$ cat src/rtl/ram_pkg.sv
// rtl/ram_pkg.sv - shared constants and FSM state type for the 32x8 RAM and its burst master
package ram_pkg;

  localparam int DATA_W    = 8;
  localparam int ADDR_W    = 5;
  localparam int MEM_DEPTH = 32;
  localparam int LEN_W     = 3;

  typedef enum logic [1:0] {
    IDLE  = 2'd0,
    WRITE = 2'd1,
    READ  = 2'd2
  } ram_ms_state_t;

endpackage

$ cat src/rtl/ram_burst_master_if.sv
// rtl/ram_burst_master_if.sv - client command/data and RAM-side signals of the burst master
interface ram_burst_master_if;
  import ram_pkg::*;

  logic              cmd_valid;
  logic              cmd_ready;
  logic              cmd_wr;
  logic [ADDR_W-1:0] cmd_addr;
  logic [LEN_W-1:0]  cmd_len;
  logic [DATA_W-1:0] wr_data;
  logic              wr_valid;
  logic              wr_ready;
  logic [DATA_W-1:0] rd_data;
  logic              rd_valid;
  logic              done;
  logic              busy;
  logic              ram_wr_en;
  logic              ram_rd_en;
  logic [ADDR_W-1:0] ram_addr;
  logic [DATA_W-1:0] ram_wdata;
  logic [DATA_W-1:0] ram_rdata;

  modport master (
    input  cmd_valid, cmd_wr, cmd_addr, cmd_len, wr_data, wr_valid, ram_rdata,
    output cmd_ready, wr_ready, rd_data, rd_valid, done, busy,
           ram_wr_en, ram_rd_en, ram_addr, ram_wdata
  );

  modport slave (
    output cmd_valid, cmd_wr, cmd_addr, cmd_len, wr_data, wr_valid, ram_rdata,
    input  cmd_ready, wr_ready, rd_data, rd_valid, done, busy,
           ram_wr_en, ram_rd_en, ram_addr, ram_wdata
  );

endinterface

$ cat src/rtl/ram_burst_master.sv
// rtl/ram_burst_master.sv - read/write burst controller for the 32x8 single-port synchronous RAM
module ram_burst_master
  import ram_pkg::*;
(
  input  logic                clk,
  input  logic                rst_n,
  ram_burst_master_if.master  bus
);

  ram_ms_state_t     state;
  logic [ADDR_W-1:0] cur_addr;
  logic [LEN_W-1:0]  beats_left;
  logic              rd_valid_q;
  logic              done_q;
  logic              beat_go;
  logic              last_op;

  // A beat moves the counters: every READ cycle, or a WRITE cycle with data present.
  assign beat_go = (state == READ) || ((state == WRITE) && bus.wr_valid);
  assign last_op = beat_go && (beats_left == '0);

  always_ff @(posedge clk or negedge rst_n) begin
    if (!rst_n) begin
      state      <= IDLE;
      cur_addr   <= '0;
      beats_left <= '0;
      rd_valid_q <= 1'b0;
      done_q     <= 1'b0;
    end else begin
      rd_valid_q <= (state == READ);
      done_q     <= last_op;
      case (state)
        IDLE: begin
          if (bus.cmd_valid) begin
            cur_addr   <= bus.cmd_addr;
            beats_left <= bus.cmd_len;
            state      <= bus.cmd_wr ? WRITE : READ;
          end
        end
        WRITE, READ: begin
          if (beat_go) begin
            cur_addr   <= cur_addr + ADDR_W'(1);
            beats_left <= beats_left - LEN_W'(1);
            if (beats_left == '0) state <= IDLE;
          end
        end
        default: state <= IDLE;
      endcase
    end
  end

  assign bus.cmd_ready = (state == IDLE);
  assign bus.busy      = (state != IDLE);
  assign bus.wr_ready  = (state == WRITE);
  assign bus.ram_wr_en = (state == WRITE) && bus.wr_valid;
  assign bus.ram_rd_en = (state == READ);
  // RAM-side address and data are forced to zero whenever the master is idle.
  assign bus.ram_addr  = (state == IDLE)  ? '0 : cur_addr;
  assign bus.ram_wdata = (state == WRITE) ? bus.wr_data : '0;
  assign bus.rd_data   = bus.ram_rdata;
  assign bus.rd_valid  = rd_valid_q;
  assign bus.done      = done_q;

endmodule

$ cat src/flat_wrapper.sv
// flat-port wrapper written by rule: the top's interface ports become plain ports
module ram_burst_master_flat import ram_pkg::*;
  (clk, rst_n, bus_cmd_valid, bus_cmd_wr, bus_cmd_addr, bus_cmd_len, bus_wr_data, bus_wr_valid, bus_ram_rdata, bus_cmd_ready, bus_wr_ready, bus_rd_data, bus_rd_valid, bus_done, bus_busy, bus_ram_wr_en, bus_ram_rd_en, bus_ram_addr, bus_ram_wdata);
  ram_burst_master_if bus_i ();
  input  logic clk;
  input  logic rst_n;
  input wire logic [$bits(bus_i.cmd_valid)-1:0] bus_cmd_valid;
  input wire logic [$bits(bus_i.cmd_wr)-1:0] bus_cmd_wr;
  input wire logic [$bits(bus_i.cmd_addr)-1:0] bus_cmd_addr;
  input wire logic [$bits(bus_i.cmd_len)-1:0] bus_cmd_len;
  input wire logic [$bits(bus_i.wr_data)-1:0] bus_wr_data;
  input wire logic [$bits(bus_i.wr_valid)-1:0] bus_wr_valid;
  input wire logic [$bits(bus_i.ram_rdata)-1:0] bus_ram_rdata;
  output wire logic [$bits(bus_i.cmd_ready)-1:0] bus_cmd_ready;
  output wire logic [$bits(bus_i.wr_ready)-1:0] bus_wr_ready;
  output wire logic [$bits(bus_i.rd_data)-1:0] bus_rd_data;
  output wire logic [$bits(bus_i.rd_valid)-1:0] bus_rd_valid;
  output wire logic [$bits(bus_i.done)-1:0] bus_done;
  output wire logic [$bits(bus_i.busy)-1:0] bus_busy;
  output wire logic [$bits(bus_i.ram_wr_en)-1:0] bus_ram_wr_en;
  output wire logic [$bits(bus_i.ram_rd_en)-1:0] bus_ram_rd_en;
  output wire logic [$bits(bus_i.ram_addr)-1:0] bus_ram_addr;
  output wire logic [$bits(bus_i.ram_wdata)-1:0] bus_ram_wdata;
  assign bus_i.cmd_valid = bus_cmd_valid;
  assign bus_i.cmd_wr = bus_cmd_wr;
  assign bus_i.cmd_addr = bus_cmd_addr;
  assign bus_i.cmd_len = bus_cmd_len;
  assign bus_i.wr_data = bus_wr_data;
  assign bus_i.wr_valid = bus_wr_valid;
  assign bus_i.ram_rdata = bus_ram_rdata;
  assign bus_cmd_ready = bus_i.cmd_ready;
  assign bus_wr_ready = bus_i.wr_ready;
  assign bus_rd_data = bus_i.rd_data;
  assign bus_rd_valid = bus_i.rd_valid;
  assign bus_done = bus_i.done;
  assign bus_busy = bus_i.busy;
  assign bus_ram_wr_en = bus_i.ram_wr_en;
  assign bus_ram_rd_en = bus_i.ram_rd_en;
  assign bus_ram_addr = bus_i.ram_addr;
  assign bus_ram_wdata = bus_i.ram_wdata;
  ram_burst_master u_core (.clk(clk), .rst_n(rst_n), .bus(bus_i));
endmodule
$ cat config.mk
export PLATFORM = sky130hd
export DESIGN_NAME = ram_burst_master_flat
export DESIGN_NICKNAME = d
export VERILOG_FILES = /design/src/rtl/ram_pkg.sv /design/src/rtl/ram_burst_master_if.sv /design/src/rtl/ram_burst_master.sv /design/src/flat_wrapper.sv
export SDC_FILE = /design/constraint.sdc
export NUM_CORES = 1
export LEC_CHECK = 0
export ABC_AREA = 1
export CAP_MARGIN = 15
export CORE_AREA = 5 5 58 60
export CTS_CLUSTER_SIZE = 14
export DETAILED_ROUTE_END_ITERATION = 12
export DIE_AREA = 0 0 63 65
export MAX_ROUTING_LAYER = met4
export PLACE_DENSITY = 0.82
export SYNTH_ARGS = -nofsm -noshare
export SYNTH_HDL_FRONTEND = slang
export SYNTH_SLANG_ARGS = --single-unit
export TNS_END_PERCENT = 20
$ cat constraint.sdc
create_clock -name clk -period 1.8 [get_ports clk]
set_input_delay 0.36 -clock clk [delete_from_list [all_inputs] [get_ports clk]]
set_output_delay 0.36 -clock clk [all_outputs]
set_load 0.02 [all_outputs]
==> flow_metrics.py <==
metrics = {
    "run_status": {
        "status": "completed",
    },
    "finish": {
        "nNetsFinal": 212,
        "final_core_util_pct": 47.1,
        "nFillCells": 316,
        "drive_above_1_share_pct": 25.3,
        "insertedDiodeCount": 0,
        "postLayoutCellArea_um2": 1360,
        "area_delta_synth_final_pct": 36.6,
    },
    "timing": {
        "final_hold_viol_count": 0,
        "setup_viol": 0,
        "fin_skew_ns": 0.00177,
        "slew_headroom_pct": 61.3,
        "post-route-min-period_ns": 1.74,
        "final_max_slew_viol_count": 0,
        "tightest_slew_ns": 0.579,
        "fin_crit_sh_pct": 96.7,
        "max_freq_ghz": 0.574,
    },
    "synth": {
        "synth.area.top_cells": "dfrtp_1, nand2_1, inv_1",
        "syn_avg_cell_area_um2": 7.40,
        "synth_top_area_share_pct": 30.3,
        "syn-instance-count": 134,
        "synth-async-reset-ratio_pct": 100,
        "ys.warnings.count": 0,
        "synth_edf_count": 0,
        "synth_seq_cells": 12,
        "synth.net_count": 170,
        "synth.most_common_cell": "nand2_1",
        "synth_area_um2": 992,
        "synth_flop_cell": "dfrtp_1",
        "yosysUniqueCellTypes": 19,
        "synth_top_area_cell": "dfrtp_1",
        "yosysSeqAreaShare_pct": 30.3,
        "ys_top_cells_by_count": "nand2_1, inv_1, dfrtp_1, buf_4, nor2_1",
    },
    "pwr": {
        "leakagePower_nw": 0.768,
        "finalPower_mw": 2.38,
        "irDropWorstVdd_mv": 0.935,
        "powerDensity_nw_per_um2": 1750,
    },
    "critical_path": {
        "cp_data_required_time_ns": 1.44,
        "end_kind": "output pin",
        "arrival_ns": 1.38,
        "worst-r2r-cell-count": 10,
        "r2r_setup_slack_ns": 0.26,
        "crit_path_start_kind": "flip-flop",
        "critPathMaxFanout": 10,
        "crit_slowest_cell": "dfrtp_1",
        "crit_chain": "buf_4, ha_2, buf_12, clkdlybuf4s15_2",
        "cpPeakStageDelay_ns": 0.38,
        "worstSetupPathType": "flip-flop to output pin",
    },
    "routing": {
        "vias": 924,
        "ant_nets": 0,
        "wl_mm": 2.29,
        "drc_errors": 0,
        "dr.pass1.iters": 5,
        "drtIter0Drc": 31,
        "drt-wirelength-per-cell_um": 11.1,
        "via_per_inst": 4.46,
    },
    "global_route": {
        "antenna_found_initial": 0,
        "grt_pass1_wl_mm": 3.90,
        "grt_max_degree": 13,
        "grt_use_total_pct": 12.2,
        "grt_overflow_total": 0,
        "grt_pass1_vias": 942,
    },
    "clock_tree": {
        "cts-root-buf": "clkbuf_4",
        "cts_buffers": 3,
        "cts_tree": "yes",
        "cts.path.max_buffers": 2,
        "cts.clk_slew.worst_paths_ns": 0.08,
        "post_cts_buffers": 0,
        "clock_latency_ns": 0.27,
        "cts_sinks": 12,
        "cts.htree.levels": 1,
        "post_cts_resize_count": 57,
        "hold_buffers": 0,
    },
    "die": {
        "coreArea_um2": 2880,
        "die-area_um2": 4100,
        "die_y_um": 65,
        "ios": 57,
        "num_rows": 20,
        "die_w_um": 63,
        "start_util_pct": 34.5,
    },
    "placed_design": {
        "place_congestion": 0.768,
        "hpwl_mm": 1.84,
        "place_area_um2": 1400,
        "io_buffers": 40,
    },
    "worst_hold_path": {
        "hold_class": "input port to async pin",
    },
    "job": {
        "max-cap-violations": 0,
    },
}
stage by stage:
stage	setup slack [ns]	hold WS [ns]	TNS, ns	cells
6_report	0.0590	0.450	0	207
5_1_grt	-0.00831	0.516	-0.0100	207
4_1_cts	0.0101	0.468	0	207
3_5_place_dp	-0.114	0.517	-0.616	204
3_3_place_gp	-0.103	0.494	-0.470	204
2_1_floorplan	0.254	0.0644	0	134
power breakdown:
part | switching [mW] | internal (mW)
Combinational | 1.04 | 0.687
Sequential | 0.0775 | 0.401
Clock | 0.0925 | 0.0775
worst max-delay path, delay by kind of cell (launching register included):
kind                       cells  cell delay (ns)
adders and majority gates      1             0.20
buffers and inverters          3             0.53
DFF                            1             0.38
final cells by class:
cell class | count | area [µm²] | area share [%]
tap | 33 | 41.3 | 3.05
multi-input combinational | 84 | 484 | 35.7
sequential | 12 | 300 | 22.2
timing repair buffer | 49 | 407 | 30.0
clock buffer | 3 | 22.5 | 1.66
inverter | 26 | 100 | 7.39
sequential cells by signal, summed over array words and instances (netlist names):
register / cells
u_core.beats_left: 3
u_core.bus.done: 1
u_core.bus.rd_valid: 1
u_core.cur_addr: 5
u_core.state: 2
cells by family after synthesis:
| kind of cell | share of synthesized area [%] |
|---|---|
| and+or+nand+nor | 29.8 |
| buffers and inverters | 21.2 |
| AOI/OAI and AO/OA | 9.96 |
| DFF | 30.3 |
| adders and majority gates | 8.83 |
placed cells by master (no fill, tap or decap):
| cell | instances |
|---|---|
| a21oi_1 | 1 |
| a21oi_4 | 1 |
| buf_12 | 1 |
| buf_2 | 14 |
| buf_4 | 8 |
| clkbuf_2 | 1 |
| clkbuf_4 | 3 |
| clkdlybuf4s15_1 | 2 |
| clkdlybuf4s15_2 | 1 |
| clkdlybuf4s50_1 | 22 |
| dfrtp_1 | 12 |
| ha_1 | 6 |
| ha_2 | 1 |
| inv_1 | 25 |
| inv_4 | 1 |
| nand2_1 | 38 |
| nand2_2 | 4 |
| nand2_4 | 2 |
| nand3_1 | 7 |
| nand3_4 | 1 |
| nand4_1 | 2 |
| nor2_1 | 9 |
| o21ai_0 | 5 |
| o21ai_2 | 6 |
| or2_0 | 1 |
layer usage:
metal / global-route usage (%) / up-vias / wire length [µm]
met5: - / - / 0
met4: 6.10 / 0 / 37
met3: 3.81 / 8 / 225
met2: 20.8 / 40 / 1090
met1: 12.7 / 401 / 940
li1: - / 475 / -
final timing paths:
| check | endpoint | from |
|---|---|---|
| worst min-delay path | u_core.bus.rd_valid | rst_n |
| max in group asynchronous | u_core.cur_addr[3] | rst_n |
| min in group clk | u_core.cur_addr[4] | u_core.cur_addr[4] |
| worst max register to register | u_core.beats_left[2] | u_core.state[0] |
| worst min register to register | u_core.cur_addr[4] | u_core.cur_addr[4] |
| worst max-delay path | bus_wr_ready | u_core.state[0] |
Note: power is estimated with default switching activity, not from simulation.
